File: config.mk
export PLATFORM = sky130hd
export DESIGN_NAME = sync_edges_multi_flat
export DESIGN_NICKNAME = d
export VERILOG_FILES = /design/src/rtl/sync_edges_multi_if.sv /design/src/rtl/sync_edges_multi.sv /design/src/flat_wrapper.sv
export SDC_FILE = /design/constraint.sdc
export NUM_CORES = 1
export LEC_CHECK = 0
export BUFFER_PORTS_ARGS = -buffer_cell sky130_fd_sc_hd__buf_2
export CAP_MARGIN = 20
export CELL_PAD_IN_SITES_DETAIL_PLACEMENT = 1
export CELL_PAD_IN_SITES_GLOBAL_PLACEMENT = 1
export CORE_ASPECT_RATIO = 0.7
export CORE_UTILIZATION = 31
export CTS_CLUSTER_DIAMETER = 60
export CTS_CLUSTER_SIZE = 30
export DETAILED_ROUTE_END_ITERATION = 16
export PLACE_DENSITY_LB_ADDON = 0.1
export SLEW_MARGIN = 0
export SYNTH_ARGS = -nofsm -noshare
export SYNTH_HDL_FRONTEND = slang
export SYNTH_SLANG_ARGS = --single-unit
File: constraint.sdc
create_clock -name clk_i -period 2 [get_ports clk_i]
set_input_delay 0 -clock clk_i [delete_from_list [all_inputs] [get_ports clk_i]]
set_output_delay 0 -clock clk_i [all_outputs]
set_load 0.005 [all_outputs]
File: src/rtl/sync_edges_multi_if.sv
// sync_edges_multi_if
//   Groups the per-channel inputs and outputs of sync_edges_multi.
//   master : drives testmode_i, asyn_i, clr_pos_i, clr_neg_i, irq_mask_i;
//            observes syn_o, syn_del_o, posedge_o, negedge_o,
//            pos_flag_o, neg_flag_o, irq_o
//   slave  : the synchroniser itself (mirror image of master)
//   There is no handshake: every signal is a plain level sampled or
//   produced on each rising clock edge.
interface sync_edges_multi_if #(
  parameter int WIDTH = 4
);
  logic             testmode_i;
  logic [WIDTH-1:0] asyn_i;
  logic [WIDTH-1:0] clr_pos_i;
  logic [WIDTH-1:0] clr_neg_i;
  logic [WIDTH-1:0] irq_mask_i;
  logic [WIDTH-1:0] syn_o;
  logic [WIDTH-1:0] syn_del_o;
  logic [WIDTH-1:0] posedge_o;
  logic [WIDTH-1:0] negedge_o;
  logic [WIDTH-1:0] pos_flag_o;
  logic [WIDTH-1:0] neg_flag_o;
  logic             irq_o;

  modport master (
    output testmode_i, asyn_i, clr_pos_i, clr_neg_i, irq_mask_i,
    input  syn_o, syn_del_o, posedge_o, negedge_o, pos_flag_o, neg_flag_o, irq_o
  );

  modport slave (
    input  testmode_i, asyn_i, clr_pos_i, clr_neg_i, irq_mask_i,
    output syn_o, syn_del_o, posedge_o, negedge_o, pos_flag_o, neg_flag_o, irq_o
  );
endinterface

File: src/rtl/sync_edges_multi.sv
// sync_edges_multi
//   Multi-channel synchroniser with edge detection for GPIO / button /
//   sensor inputs. Each channel: STAGES-deep sync chain, optional debounce
//   filter, one-cycle delayed level, one-cycle pos/neg edge pulses and
//   sticky write-one-clear edge flags, OR-reduced into a maskable irq.
//
//   Optional feature macro: SYNC_EDGES_FILTER_EN
//     defined   -> per-channel debounce filter after the sync chain; a new
//                  level is accepted after FILTER_CYC consecutive cycles
//                  that differ from the current level.
//     undefined -> level is the last sync flop; FILTER_CYC is unused.
//
// Ports
//   clk_i    : clock, all state on rising edge
//   reset_i  : synchronous active-high reset
//   bus      : sync_edges_multi_if.slave
//     testmode_i : bypass, syn/syn_del/posedge/negedge all show asyn_i
//     asyn_i     : asynchronous inputs
//     clr_pos_i  : W1C for pos_flag_o (a same-cycle edge wins)
//     clr_neg_i  : W1C for neg_flag_o (a same-cycle edge wins)
//     irq_mask_i : per-channel irq enable
//     syn_o      : synchronised (filtered) level
//     syn_del_o  : syn_o delayed by one cycle
//     posedge_o  : one-cycle pulse on 0->1 of the level
//     negedge_o  : one-cycle pulse on 1->0 of the level
//     pos_flag_o : sticky rising-edge flags
//     neg_flag_o : sticky falling-edge flags
//     irq_o      : |((pos_flag_o | neg_flag_o) & irq_mask_i)
module sync_edges_multi #(
  parameter int               WIDTH      = 4,
  parameter int               STAGES     = 2,
  parameter int               FILTER_CYC = 4,
  parameter logic [WIDTH-1:0] RESET_VAL  = '0
) (
  input  logic           clk_i,
  input  logic           reset_i,
  sync_edges_multi_if.slave bus
);

  // Elaboration-time parameter sanity checks.
  if (WIDTH < 1) begin : g_chk_width
    $error("sync_edges_multi: WIDTH must be >= 1");
  end
  if (STAGES < 2) begin : g_chk_stages
    $error("sync_edges_multi: STAGES must be >= 2");
  end
  if (FILTER_CYC < 1) begin : g_chk_filter
    $error("sync_edges_multi: FILTER_CYC must be >= 1");
  end

  // Sync chain: sync_q[0] captures the async input, sync_q[STAGES-1]
  // is the value considered safe to use in this clock domain.
  logic [STAGES-1:0][WIDTH-1:0] sync_q;

  always_ff @(posedge clk_i) begin
    if (reset_i) begin
      for (int k = 0; k < STAGES; k++) begin
        sync_q[k] <= RESET_VAL;
      end
    end else begin
      sync_q[0] <= bus.asyn_i;
      for (int k = 1; k < STAGES; k++) begin
        sync_q[k] <= sync_q[k-1];
      end
    end
  end

  logic [WIDTH-1:0] synced;
  logic [WIDTH-1:0] lvl;

  assign synced = sync_q[STAGES-1];

`ifdef SYNC_EDGES_FILTER_EN
  // Debounce: count consecutive cycles where the synced value differs from
  // the accepted level; any agreeing cycle restarts the count. The counter
  // is reset on acceptance, so it never exceeds FILTER_CYC-1.
  localparam int                CNT_W   = $clog2(FILTER_CYC + 1);
  localparam logic [CNT_W-1:0]  CNT_MAX = CNT_W'(FILTER_CYC - 1);

  logic [WIDTH-1:0][CNT_W-1:0] cnt_q;
  logic [WIDTH-1:0]            lvl_q;

  always_ff @(posedge clk_i) begin
    if (reset_i) begin
      lvl_q <= RESET_VAL;
      cnt_q <= '0;
    end else begin
      for (int i = 0; i < WIDTH; i++) begin
        if (synced[i] == lvl_q[i]) begin
          cnt_q[i] <= '0;
        end else if (cnt_q[i] == CNT_MAX) begin
          lvl_q[i] <= synced[i];
          cnt_q[i] <= '0;
        end else begin
          cnt_q[i] <= cnt_q[i] + 1'b1;
        end
      end
    end
  end

  assign lvl = lvl_q;
`else
  assign lvl = synced;
`endif

  // Delayed level and edge detection (edges are combinational from flops).
  logic [WIDTH-1:0] del_q;
  logic [WIDTH-1:0] edge_pos;
  logic [WIDTH-1:0] edge_neg;
  logic [WIDTH-1:0] flag_set_en;
  logic [WIDTH-1:0] pos_flag_q;
  logic [WIDTH-1:0] neg_flag_q;

  assign edge_pos    = lvl & ~del_q;
  assign edge_neg    = ~lvl & del_q;
  // In test mode the internal edges are not allowed to set flags, so the
  // flag state only changes through the clear inputs.
  assign flag_set_en = {WIDTH{~bus.testmode_i}};

  always_ff @(posedge clk_i) begin
    if (reset_i) begin
      del_q      <= RESET_VAL;
      pos_flag_q <= '0;
      neg_flag_q <= '0;
    end else begin
      del_q      <= lvl;
      // Set has priority over a same-cycle clear.
      pos_flag_q <= (pos_flag_q & ~bus.clr_pos_i) | (edge_pos & flag_set_en);
      neg_flag_q <= (neg_flag_q & ~bus.clr_neg_i) | (edge_neg & flag_set_en);
    end
  end

  assign bus.syn_o      = bus.testmode_i ? bus.asyn_i : lvl;
  assign bus.syn_del_o  = bus.testmode_i ? bus.asyn_i : del_q;
  assign bus.posedge_o  = bus.testmode_i ? bus.asyn_i : edge_pos;
  assign bus.negedge_o  = bus.testmode_i ? bus.asyn_i : edge_neg;
  assign bus.pos_flag_o = pos_flag_q;
  assign bus.neg_flag_o = neg_flag_q;
  assign bus.irq_o      = |((pos_flag_q | neg_flag_q) & bus.irq_mask_i);

endmodule

File: src/flat_wrapper.sv
// flat-port wrapper written by rule: the top's interface ports become plain ports
module sync_edges_multi_flat 
#(
  parameter int               WIDTH      = 4,
  parameter int               STAGES     = 2,
  parameter int               FILTER_CYC = 4,
  parameter logic [WIDTH-1:0] RESET_VAL  = '0
)
  (clk_i, reset_i, bus_testmode_i, bus_asyn_i, bus_clr_pos_i, bus_clr_neg_i, bus_irq_mask_i, bus_syn_o, bus_syn_del_o, bus_posedge_o, bus_negedge_o, bus_pos_flag_o, bus_neg_flag_o, bus_irq_o);
  sync_edges_multi_if #(.WIDTH(WIDTH)) bus_i ();
  input  logic clk_i;
  input  logic reset_i;
  input wire logic [$bits(bus_i.testmode_i)-1:0] bus_testmode_i;
  input wire logic [$bits(bus_i.asyn_i)-1:0] bus_asyn_i;
  input wire logic [$bits(bus_i.clr_pos_i)-1:0] bus_clr_pos_i;
  input wire logic [$bits(bus_i.clr_neg_i)-1:0] bus_clr_neg_i;
  input wire logic [$bits(bus_i.irq_mask_i)-1:0] bus_irq_mask_i;
  output wire logic [$bits(bus_i.syn_o)-1:0] bus_syn_o;
  output wire logic [$bits(bus_i.syn_del_o)-1:0] bus_syn_del_o;
  output wire logic [$bits(bus_i.posedge_o)-1:0] bus_posedge_o;
  output wire logic [$bits(bus_i.negedge_o)-1:0] bus_negedge_o;
  output wire logic [$bits(bus_i.pos_flag_o)-1:0] bus_pos_flag_o;
  output wire logic [$bits(bus_i.neg_flag_o)-1:0] bus_neg_flag_o;
  output wire logic [$bits(bus_i.irq_o)-1:0] bus_irq_o;
  assign bus_i.testmode_i = bus_testmode_i;
  assign bus_i.asyn_i = bus_asyn_i;
  assign bus_i.clr_pos_i = bus_clr_pos_i;
  assign bus_i.clr_neg_i = bus_clr_neg_i;
  assign bus_i.irq_mask_i = bus_irq_mask_i;
  assign bus_syn_o = bus_i.syn_o;
  assign bus_syn_del_o = bus_i.syn_del_o;
  assign bus_posedge_o = bus_i.posedge_o;
  assign bus_negedge_o = bus_i.negedge_o;
  assign bus_pos_flag_o = bus_i.pos_flag_o;
  assign bus_neg_flag_o = bus_i.neg_flag_o;
  assign bus_irq_o = bus_i.irq_o;
  sync_edges_multi #(.WIDTH(WIDTH), .STAGES(STAGES), .FILTER_CYC(FILTER_CYC), .RESET_VAL(RESET_VAL)) u_core (.clk_i(clk_i), .reset_i(reset_i), .bus(bus_i));
endmodule
==> reports/metrics.csv <==
stage;metric;value;unit
worst_setup_path;largest fanout of any net on the critical path;3;
worst_setup_path;slowest stage cell on the critical path;or3b_1;
layout;leading cell types in the layout, fill and taps excluded;buf_2, dfxtp_1, nand2_1, o21ai_0, dlygate4sd3_1;
pwr;power density over the cells;706;nW/µm²
die;core outline area;2280;µm²
die;height of the chip;44.2;µm
routing;average vias per placed instance;4.34;
layout;most common library cell in the layout ignoring fill and taps;buf_2;
global_route;maximum number of pins on one net before global-route repair;21;
logic_synthesis;synthesized area divided by synthesized cell count;8.49;µm²
pwr;Leakage;0.574;nW
logic_synthesis;Synth area leader;dfxtp_1;
routing;total number of vias;781;
placed_design;IO buf count;43;
logic_synthesis;post-synthesis instance total;93;
timing;PnR worst setup slack;0.759;ns
die;die area;2760;µm²
clock_tree;clock transition time at the flip-flop clock pins of the worst setup and hold paths;0.11;ns
die;chip width;62.3;µm
timing;worst slew slack as a fraction of its limit;76.9;%
worst_setup_path;path type of the worst setup path;reg -> out;
pwr;clock power share;38.1;%
timing;Sum Neg Setup Slack;0;ns
run;max cap viols;0;
placed_design;gp weighted congestion;0.737;
logic_synthesis;post-synth design cell area;790;µm²
routing;number of routed nets with antenna violations;0;
die;starting utilization of the core area;34.7;%
logic_synthesis;count of distinct cell types in the synthesized netlist;12;
status;run status;finished, final reports clean;
routing;Initial DRC Count;6;
worst_setup_path;kind of start point of the critical path;flop;
worst_setup_path;critical path data required time;2.00;ns
logic_synthesis;post-synth top area share;50.7;%
layout;fraction of layout cells with a size suffix above 1;31.8;%
placed_design;HPWL after detailed placement;1500;µm
timing;pins over their slew limit;0;
placed_design;Post-Place Worst Slack;1.04;ns
global_route;initial antenna violation count;0;
layout;# fillers;299;
pwr;net load switching power;171;µW
timing;setup violators final;0;
timing;ratio of final minimum period to clock period;62.1;%
layout;synthesis-to-layout area growth;51.3;%
logic_synthesis;number of nets produced by synthesis;112;
logic_synthesis;synth warn;0;
worst_setup_path;reg-to-reg critical path startpoint;u_core.lvl[3];
routing;routed wire length per instance;11.1;µm
hold_path;source of the worst hold timing path;reset_i;
clock_tree;sink count of the clock tree;20;
hold_path;end point of the worst hold path;u_core.del_q[0];
pwr;Max IR drop VDD;0.000467;V
worst_setup_path;arrival time worst endpoint;1.24;ns
clock_tree;maximum buffer depth of the clock tree;2;
clock_tree;clock tree from TritonCTS;yes;
hold_path;Min-Delay Path Depth;2;
global_route;first-pass GRT wire length;3430;µm
global_route;grt total ovfl;0;
timing;actual transition at the worst max-transition pin;0.347;ns
pwr;switching share of power;20.2;%
logic_synthesis;number of flip-flops and latches in the synthesized netlist;20;
timing;unrepaired setup endpoints after global routing;no;
clock_tree;number of buffers created by CTS;3;
routing;total wirelength of the detailed-routed design;1990;µm
pwr;combinational share of power;12.5;%
layout;Layout Nets;168;
die;io pins;44;
logic_synthesis;dominant cells by area after synthesis;dfxtp_1, or3b_1, o21ai_0, nand2b_1, nor2b_1;
layout;final standard cell utilization of the core;52.5;%
layout;diode insertion count for antenna repair;0;
timing;hold slack final;0.0586;ns
worst_setup_path;Register-to-Register Path Depth;2;
hold_path;Hold WC Path Type;in -> reg;
routing;DRC viols;0;
logic_synthesis;portion of the post-synthesis area used by sequential elements;50.7;%
worst_setup_path;Critical Path, Cell by Cell;or3b_1, nand2_1, buf_2;
worst_setup_path;critical register-to-register path endpoint;u_core.bus.pos_flag_o[3];
timing;final count of hold timing violations;0;
global_route;number of global-route vias before repair;759;
timing;Period minus WS final;1.24;ns
clock_tree;clk root buf;clkbuf_4;
die;number of placement rows;14;
global_route;overall track demand over capacity in global routing;16.5;%
worst_setup_path;crit end category;primary output;
layout;Non-Filler Instances;180;
placed_design;cell count after placement;164;
clock_tree;Clock Latency Late Sink;0.30;ns
timing;maximum clock frequency;0.806;GHz
clock_tree;level count of the clock H-tree;1;
pwr;Seq pwr share;49.4;%
worst_setup_path;CP peak stage delay;0.39;ns
routing;Pre-antenna DRT Iters;3;
worst_setup_path;worst reg-to-reg setup slack;1.02;ns
pwr;Internal Pwr Total;673;µW
timing;final setup skew;0.00666;ns
## registers in the layout (all words and copies together) (netlist names)
register               cells
u_core.bus.neg_flag_o      4
u_core.bus.pos_flag_o      4
u_core.del_q               4
u_core.lvl                 4
u_core.sync_q              4
## worst max-delay path by stage
stage                                from  cells after the start  slack, ns                  endpoint
after global placement    u_core.del_q[2]                      2       1.10  u_core.bus.neg_flag_o[2]
after floorplan           u_core.del_q[3]                      2       1.16  u_core.bus.neg_flag_o[3]
final                       u_core.lvl[1]                      3       0.76          bus_posedge_o[1]
after global routing      u_core.del_q[2]                      3       0.66          bus_negedge_o[2]
after CTS                   u_core.lvl[1]                      3       0.74          bus_posedge_o[1]
after detailed placement    u_core.lvl[3]                      2       1.04  u_core.bus.pos_flag_o[3]
## repair_timing
action / 4_1_cts / 5_1_grt
resized for setup: 0 / 0
hold endpoints to repair: 12 / 0
setup buffers: 0 / 0
hold buffers: 12 / 0
## power groups by stage
stage | clock network (mW) | registers [mW] | logic (mW)
3_3_place_gp | 0 | 0.425 | 0.0864
3_5_place_dp | 0 | 0.426 | 0.0893
5_1_grt | 0.351 | 0.419 | 0.120
2_1_floorplan | 0 | 0.425 | 0.0432
4_1_cts | 0.329 | 0.417 | 0.107
6_report | 0.322 | 0.417 | 0.106
## metal layers
metal  share of wire, %  vias to the layer above  GRT usage, %
met2                 46                       26          28.4
met5                  0                        -             0
met1                 47                      345          19.9
met4               0.90                        0          4.19
met3                5.9                        2          6.19
li1                   -                      408             -
## metrics by stage
| step | area (µm²) | power [mW] |
|---|---|---|
| after global routing | 1190 | 0.890 |
| after floorplan | 790 | 0.468 |
| after detailed placement | 1020 | 0.515 |
| after CTS | 1190 | 0.853 |
| final | 1190 | 0.844 |
| after global placement | 1020 | 0.511 |
## cells by family after synthesis
kind of cell	Yosys count	synth area share, %
buffers and inverters	12	6.66
and+or+nand+nor	41	30.0
AOI/OAI and AO/OA	20	12.7
DFF	20	50.7
## Yosys cell counts
| master | number |
|---|---|
| a21oi_1 | 8 |
| buf_6 | 1 |
| clkbuf_1 | 3 |
| dfxtp_1 | 20 |
| inv_1 | 8 |
| nand2_1 | 12 |
| nand2b_1 | 8 |
| nand4_1 | 1 |
| nor2_1 | 4 |
| nor2b_1 | 8 |
| o21ai_0 | 12 |
| or3b_1 | 8 |
## worst max-delay path: cells and delay by family, from the launching register on
| kind | cells | cell delay (ns) |
|---|---|---|
| buffers and inverters | 1 | 0.11 |
| DFF | 1 | 0.36 |
| and+or+nand+nor | 2 | 0.47 |
## layout make-up
type | count | area, µm² | share of cell area (%)
flip-flops and latches | 20 | 400 | 33.5
multi-input cells | 61 | 337 | 28.2
repair buffers | 55 | 335 | 28.1
well taps | 32 | 40.0 | 3.35
clock inverters | 1 | 30.0 | 2.51
inverters | 8 | 30.0 | 2.51
clock buffers | 3 | 22.5 | 1.88
No activity file was read; power rests on OpenSTA's default activity.
